**src/rtl/bk_cmd_sequencer.sv**
```systemverilog
// Front-end sequencer for bkProcessor: buffers tagged host commands, issues them
// one at a time with a fixed hold latency, and returns tagged results.
module bk_cmd_sequencer #(
  parameter int         DEPTH    = 4,
  parameter int         TAG_W    = 2,
  parameter int         PROC_LAT = 2,
  parameter logic [6:0] NOP_CMD  = 7'd0
) (
  input  logic             clk,
  input  logic             rst,
  input  logic             in_valid,
  output logic             in_ready,
  input  logic [6:0]       in_cmd,
  input  logic [7:0]       in_d1,
  input  logic [7:0]       in_d2,
  input  logic [7:0]       in_d3,
  input  logic [TAG_W-1:0] in_tag,
  output logic [6:0]       proc_cmd,
  output logic [7:0]       proc_d1,
  output logic [7:0]       proc_d2,
  output logic [7:0]       proc_d3,
  input  logic [7:0]       proc_dout_low,
  input  logic [7:0]       proc_dout_high,
  input  logic             proc_zero,
  input  logic             proc_error,
  output logic             out_valid,
  input  logic             out_ready,
  output logic [TAG_W-1:0] out_tag,
  output logic [15:0]      out_result,
  output logic             out_zero,
  output logic             out_error,
  output logic             busy,
  output logic [7:0]       err_count
);

  localparam int PW = (DEPTH > 1) ? $clog2(DEPTH) : 1;
  localparam int CW = $clog2(DEPTH + 1);
  localparam int LW = (PROC_LAT > 1) ? $clog2(PROC_LAT + 1) : 1;
  localparam int EW = TAG_W + 7 + 24;

  typedef enum logic [1:0] {
    ST_IDLE = 2'd0,
    ST_WAIT = 2'd1,
    ST_RESP = 2'd2
  } state_t;

  logic [EW-1:0]    r_mem [DEPTH];
  logic [PW-1:0]    r_wr_ptr;
  logic [PW-1:0]    r_rd_ptr;
  logic [CW-1:0]    r_count;
  state_t           r_state;
  logic [LW-1:0]    r_lat_cnt;
  logic [TAG_W-1:0] r_tag;

  logic             w_full;
  logic             w_empty;
  logic             w_push;
  logic             w_pop;
  logic [EW-1:0]    w_head;

  // Readiness depends only on registered occupancy; a same-cycle pop never frees a slot early.
  assign w_full   = (r_count == CW'(DEPTH));
  assign w_empty  = (r_count == {CW{1'b0}});
  assign in_ready = !w_full;
  assign w_push   = in_valid & !w_full;
  assign w_pop    = (r_state == ST_IDLE) & !w_empty;
  assign w_head   = r_mem[r_rd_ptr];
  assign busy     = !w_empty | (r_state != ST_IDLE);

  // Command storage; entries are only meaningful between the pointers.
  always_ff @(posedge clk) begin
    if (w_push) begin
      r_mem[r_wr_ptr] <= {in_tag, in_cmd, in_d1, in_d2, in_d3};
    end
  end

  // FIFO pointers and occupancy.
  always_ff @(posedge clk) begin
    if (rst) begin
      r_wr_ptr <= {PW{1'b0}};
      r_rd_ptr <= {PW{1'b0}};
      r_count  <= {CW{1'b0}};
    end else begin
      if (w_push) begin
        r_wr_ptr <= r_wr_ptr + PW'(1);
      end
      if (w_pop) begin
        r_rd_ptr <= r_rd_ptr + PW'(1);
      end
      case ({w_push, w_pop})
        2'b10:   r_count <= r_count + CW'(1);
        2'b01:   r_count <= r_count - CW'(1);
        default: r_count <= r_count;
      endcase
    end
  end

  // Issue/wait/respond sequencer with registered processor and result outputs.
  always_ff @(posedge clk) begin
    if (rst) begin
      r_state    <= ST_IDLE;
      r_lat_cnt  <= {LW{1'b0}};
      r_tag      <= {TAG_W{1'b0}};
      proc_cmd   <= NOP_CMD;
      proc_d1    <= 8'd0;
      proc_d2    <= 8'd0;
      proc_d3    <= 8'd0;
      out_valid  <= 1'b0;
      out_tag    <= {TAG_W{1'b0}};
      out_result <= 16'd0;
      out_zero   <= 1'b0;
      out_error  <= 1'b0;
      err_count  <= 8'd0;
    end else begin
      case (r_state)
        ST_IDLE: begin
          if (w_pop) begin
            {r_tag, proc_cmd, proc_d1, proc_d2, proc_d3} <= w_head;
            r_lat_cnt <= LW'(PROC_LAT);
            r_state   <= ST_WAIT;
          end else begin
            proc_cmd <= NOP_CMD;
          end
        end
        ST_WAIT: begin
          if (r_lat_cnt == LW'(1)) begin
            out_result <= {proc_dout_high, proc_dout_low};
            out_zero   <= proc_zero;
            out_error  <= proc_error;
            out_tag    <= r_tag;
            out_valid  <= 1'b1;
            proc_cmd   <= NOP_CMD;
            r_lat_cnt  <= {LW{1'b0}};
            r_state    <= ST_RESP;
            if (proc_error && (err_count != 8'hFF)) begin
              err_count <= err_count + 8'd1;
            end
          end else begin
            r_lat_cnt <= r_lat_cnt - LW'(1);
          end
        end
        ST_RESP: begin
          if (out_ready) begin
            out_valid <= 1'b0;
            r_state   <= ST_IDLE;
          end
        end
        default: begin
          r_state   <= ST_IDLE;
          out_valid <= 1'b0;
          proc_cmd  <= NOP_CMD;
        end
      endcase
    end
  end

endmodule

```
**config.mk**
```make
export PLATFORM = sky130hd
export DESIGN_NAME = bk_cmd_sequencer
export DESIGN_NICKNAME = d
export VERILOG_FILES = /design/src/rtl/bk_cmd_sequencer.sv
export SDC_FILE = /design/constraint.sdc
export NUM_CORES = 1
export LEC_CHECK = 0
export BUFFER_PORTS_ARGS = -buffer_cell sky130_fd_sc_hd__buf_2
export CORE_MARGIN = 1
export CORE_UTILIZATION = 50
export CTS_BUF_LIST = sky130_fd_sc_hd__clkbuf_16
export DETAILED_ROUTE_END_ITERATION = 6
export PLACE_DENSITY_LB_ADDON = 0.25
export SLEW_MARGIN = 10
export SYNTH_ARGS = -nofsm -noshare
export SYNTH_HDL_FRONTEND = slang
export SYNTH_SLANG_ARGS = --single-unit
```
**constraint.sdc**
```tcl
create_clock -name clk -period 2.7 [get_ports clk]
set_clock_uncertainty 0.1 [all_clocks]
set_input_delay 0.135 -clock clk [delete_from_list [all_inputs] [get_ports clk]]
set_output_delay 0.135 -clock clk [all_outputs]
set_load 0.02 [all_outputs]
```
==> run_results.csv <==
group,metric,value,unit
run_status,status,"finished with violations",
run_status,violations,"DRC",
cells_and_area,diodes,0,
clock_tree,post_cts_buffers,0,
worst_setup_path,cp_max_fo,6,
global_route,grt_pass1_wl,24.7,mm
cells_and_area,nets,753,
global_route,grt_util_met3,0.0385,
yosys,synth_area,0.00759,mm2
global_route,grt_max_degree,35,
global_route,grt.total_usage,0.201,
route,routed_wl,15.3,mm
worst_setup_path,crit_type,"reg2reg",
yosys,yosys.cell_types.count,36,
yosys,synth_fp_nets,580,
die,die_w,125,um
route,drt_first_iter_violations,373,
clock_tree,cts_root_buffer,"clkbuf_16",
yosys,avgSynthCellArea,14.7,um2
worst_setup_path,critPathLaunchType,"register",
clock_tree,cts_buffers,21,
sta,finalCritPeriodShare,0.948,
worst_setup_path,worst_setup_path_end_kind,"register",
route,ant_nets,0,
yosys,synthCells,517,
route,remaining_drc_errors,22,
place,gp_congestion,0.699,
sta,fin_setup_tns,0,ps
clock_tree,cts_tree,"yes",
global_route,top_usage_layer,"met2",
sta,setup_viol,0,
global_route,antenna_found_initial,0,
route,num_vias,4686,
route,viasPerCell,5.27,
place,portBuffers,116,
worst_setup_path,cpLargestDelayFamily,"simple AND/OR/NAND/NOR gates",
sta,tightest_slew,960,ps
yosys,synth_seq_cells,207,
sta,hold_viol,0,
place,dp_cells,799,
global_route,grt_pass1_vias,4834,
power_and_ir_drop,peakVddDrop,0.659,mV
worst_setup_path,worstPathCellList,"or3b_1 > and2_1 > inv_1 > ha_1 > inv_1 > fa_1 > xor2_1 > or3_1 > a21oi_1",
sta,min_period,2560,ps
power_and_ir_drop,leakage,3.58,nW
clock_tree,cts_sinks,207,
worst_setup_path,cpPeakStageDelay,460,ps
die,std_cell_rows,44,
die,start_util,0.516,
worst_setup_path,path_common_cell,"inv_1",
worst_setup_path,cp_slowest_cell,"or3b_1",
place,place_ws,162,ps
die,core,0.0147,mm2
sta,report.final.slew_viol_count,0,
sta,worst_slack,140,ps
sta,rsz0062_at_grt,"no",
worst_setup_path,required,3010,ps
route,drtPass1Iterations,7,
sta,slew_headroom,0.360,
yosys,synth_seq_area_share,0.720,
cells_and_area,stdcell_count,889,
worst_setup_path,crit_arrival,2870,ps
sta,fmax,391,MHz
cells_and_area,layout-drive-gt1-share,0.282,
clock_tree,clock_path_buffers,3,
clock_tree,htreeDepth,1,
place,place_hpwl,8.80,mm
yosys,yosysWarnings,0,
worst_hold_path,hp-class,"in2reg",
cells_and_area,post-route-util,0.653,
clock_tree,clk_pin_slew_worst_paths,60,ps
power_and_ir_drop,p_per_area,964,mW/mm2
route,routedWlPerCell,17.3,um
global_route,grt-ovfl-total,0,
flow_run,drv_cap,0,
clock_tree,insertion_delay,490,ps
worst_setup_path,critical_path_buf_inv_count,2,
die,ios,117,
die,dieHeight,125,um
global_route,use_met2,0.351,
global_route,use_met1,0.263,
die,die-area,0.0157,mm2
cells_and_area,synthToLayoutAreaGrowth,26.5,%
worst register-to-register path: stages, from the launching register on:
cell and delay [ps]:
dfxtp_1 350, or3b_1 460, and2_1 230, inv_1 90
ha_1 190, inv_1 60, fa_1 380, xor2_1 170
or3_1 320, a21oi_1 150
registers in the layout, summed over array words and instances, names as in the netlist, named ones only:
signal and cells:
r_count 3, proc_d2 8, proc_d1 8, r_rd_ptr 2, r_wr_ptr 2, proc_cmd 7
err_count 8, out_result 16, proc_d3 8, out_error 1, r_lat_cnt 2, r_state 2
r_tag 2, out_tag 2, out_valid 1, out_zero 1, r_mem 132
cell usage in the layout (no fill, tap or decap), types with 13 or more instances in the layout:
master / n
edfxtp_1: 132
mux4_2: 33
dlygate4sd3_1: 52
a21oi_1: 57
buf_2: 116
nor2_1: 26
dfxtp_1: 73
nand2_1: 100
clkbuf_16: 21
inv_1: 13
repair_timing:
| action | 4_1_cts | 5_1_grt |
|---|---|---|
| hold buffers | 52 | 0 |
| endpoints found under the hold margin | 157 | 0 |
| resized for setup | 0 | 0 |
per-layer routing:
metal | up-vias | share of wire
met1 | 2270 | 0.44
met4 | 0 | 0.013
met2 | 150 | 0.49
met3 | 18 | 0.056
met5 | - | 0
li1 | 2248 | -
area by class of cell:
type,instances,area [um2]
clock buffer,21,526
clock inverter,17,185
fill,1053,5090
inverter,10,37.5
multi-input combinational,274,1990
sequential,207,5470
tap,184,230
timing repair buffer,176,1170
synthesized netlist by cell type:
cell type / count / area share
a21oi_1: 57 / 0.038
a22oi_1: 7 / 0.0069
a311oi_1: 1 / 0.0012
a31oi_1: 1 / 0.00082
and2_1: 2 / 0.0016
and3_1: 4 / 0.0033
and4_1: 1 / 0.0012
and4b_4: 1 / 0.0018
buf_1: 3 / 0.0015
buf_2: 8 / 0.0053
clkbuf_1: 15 / 0.0074
dfxtp_1: 75 / 0.20
edfxtp_1: 132 / 0.52
fa_1: 1 / 0.0026
ha_1: 7 / 0.012
inv_1: 9 / 0.0044
inv_2: 1 / 0.00049
mux2i_1: 1 / 0.0013
mux4_2: 33 / 0.098
nand2_1: 100 / 0.049
nand3_1: 4 / 0.0026
nand4_1: 2 / 0.0016
nor2_1: 26 / 0.013
nor2b_1: 1 / 0.00082
nor3_1: 1 / 0.00066
o211ai_1: 1 / 0.00099
o21ai_0: 2 / 0.0013
o21ai_1: 1 / 0.00066
o21ai_4: 1 / 0.0021
o31ai_1: 3 / 0.0030
or3_1: 3 / 0.0025
or3b_1: 1 / 0.0012
or3b_2: 1 / 0.0012
or4_1: 3 / 0.0030
xnor2_1: 3 / 0.0035
xor2_1: 5 / 0.0058
logic make-up (layout without fill, tap and decap cells):
logic type      Yosys count  in the layout  share of synthesized area
compound gates           74             74                     0.0546
xor+xnor                  8              8                    0.00923
fa+ha+maj                 8              8                     0.0142
buf+inv                  36            224                     0.0191
flops                   207            207                      0.720
mux                      34             34                     0.0992
simple gates            150            150                     0.0837
metrics by stage:
step / total power, W / area, um2 / hold slack (ps)
after CTS: 0.00936 / 9610 / 15.1
after global placement: 0.00626 / 8370 / 246
after global routing: 0.00970 / 9610 / 34.8
after floorplan: 0.00562 / 7590 / 134
after detailed placement: 0.00635 / 8370 / 252
final: 0.00926 / 9610 / 35.5
path summary, 6_finish.rpt:
| kind | startpoint | end | slack (ps) | cells past startpoint |
|---|---|---|---|---|
| min | in_valid | r_wr_ptr[1]$_SDFFE_PP0P_ | 40 | 4 |
| max reg2reg | r_count[0]$_SDFFE_PP0P_ | r_count[2]$_SDFFE_PP0P_ | 140 | 9 |
| max | r_count[0]$_SDFFE_PP0P_ | r_count[2]$_SDFFE_PP0P_ | 140 | 9 |
| min reg2reg | proc_d1[3]$_SDFFE_PP0P_ | proc_d1[3]$_SDFFE_PP0P_ | 350 | 2 |
power breakdown:
part / total [W] / switching (W) / internal, W
Sequential: 0.00416 / 0.000252 / 0.00391
Combinational: 0.00215 / 0.00128 / 0.000869
Clock: 0.00295 / 0.00115 / 0.00180
Total: 0.00926 / 0.00267 / 0.00658
(Power assumes the default switching activity.)
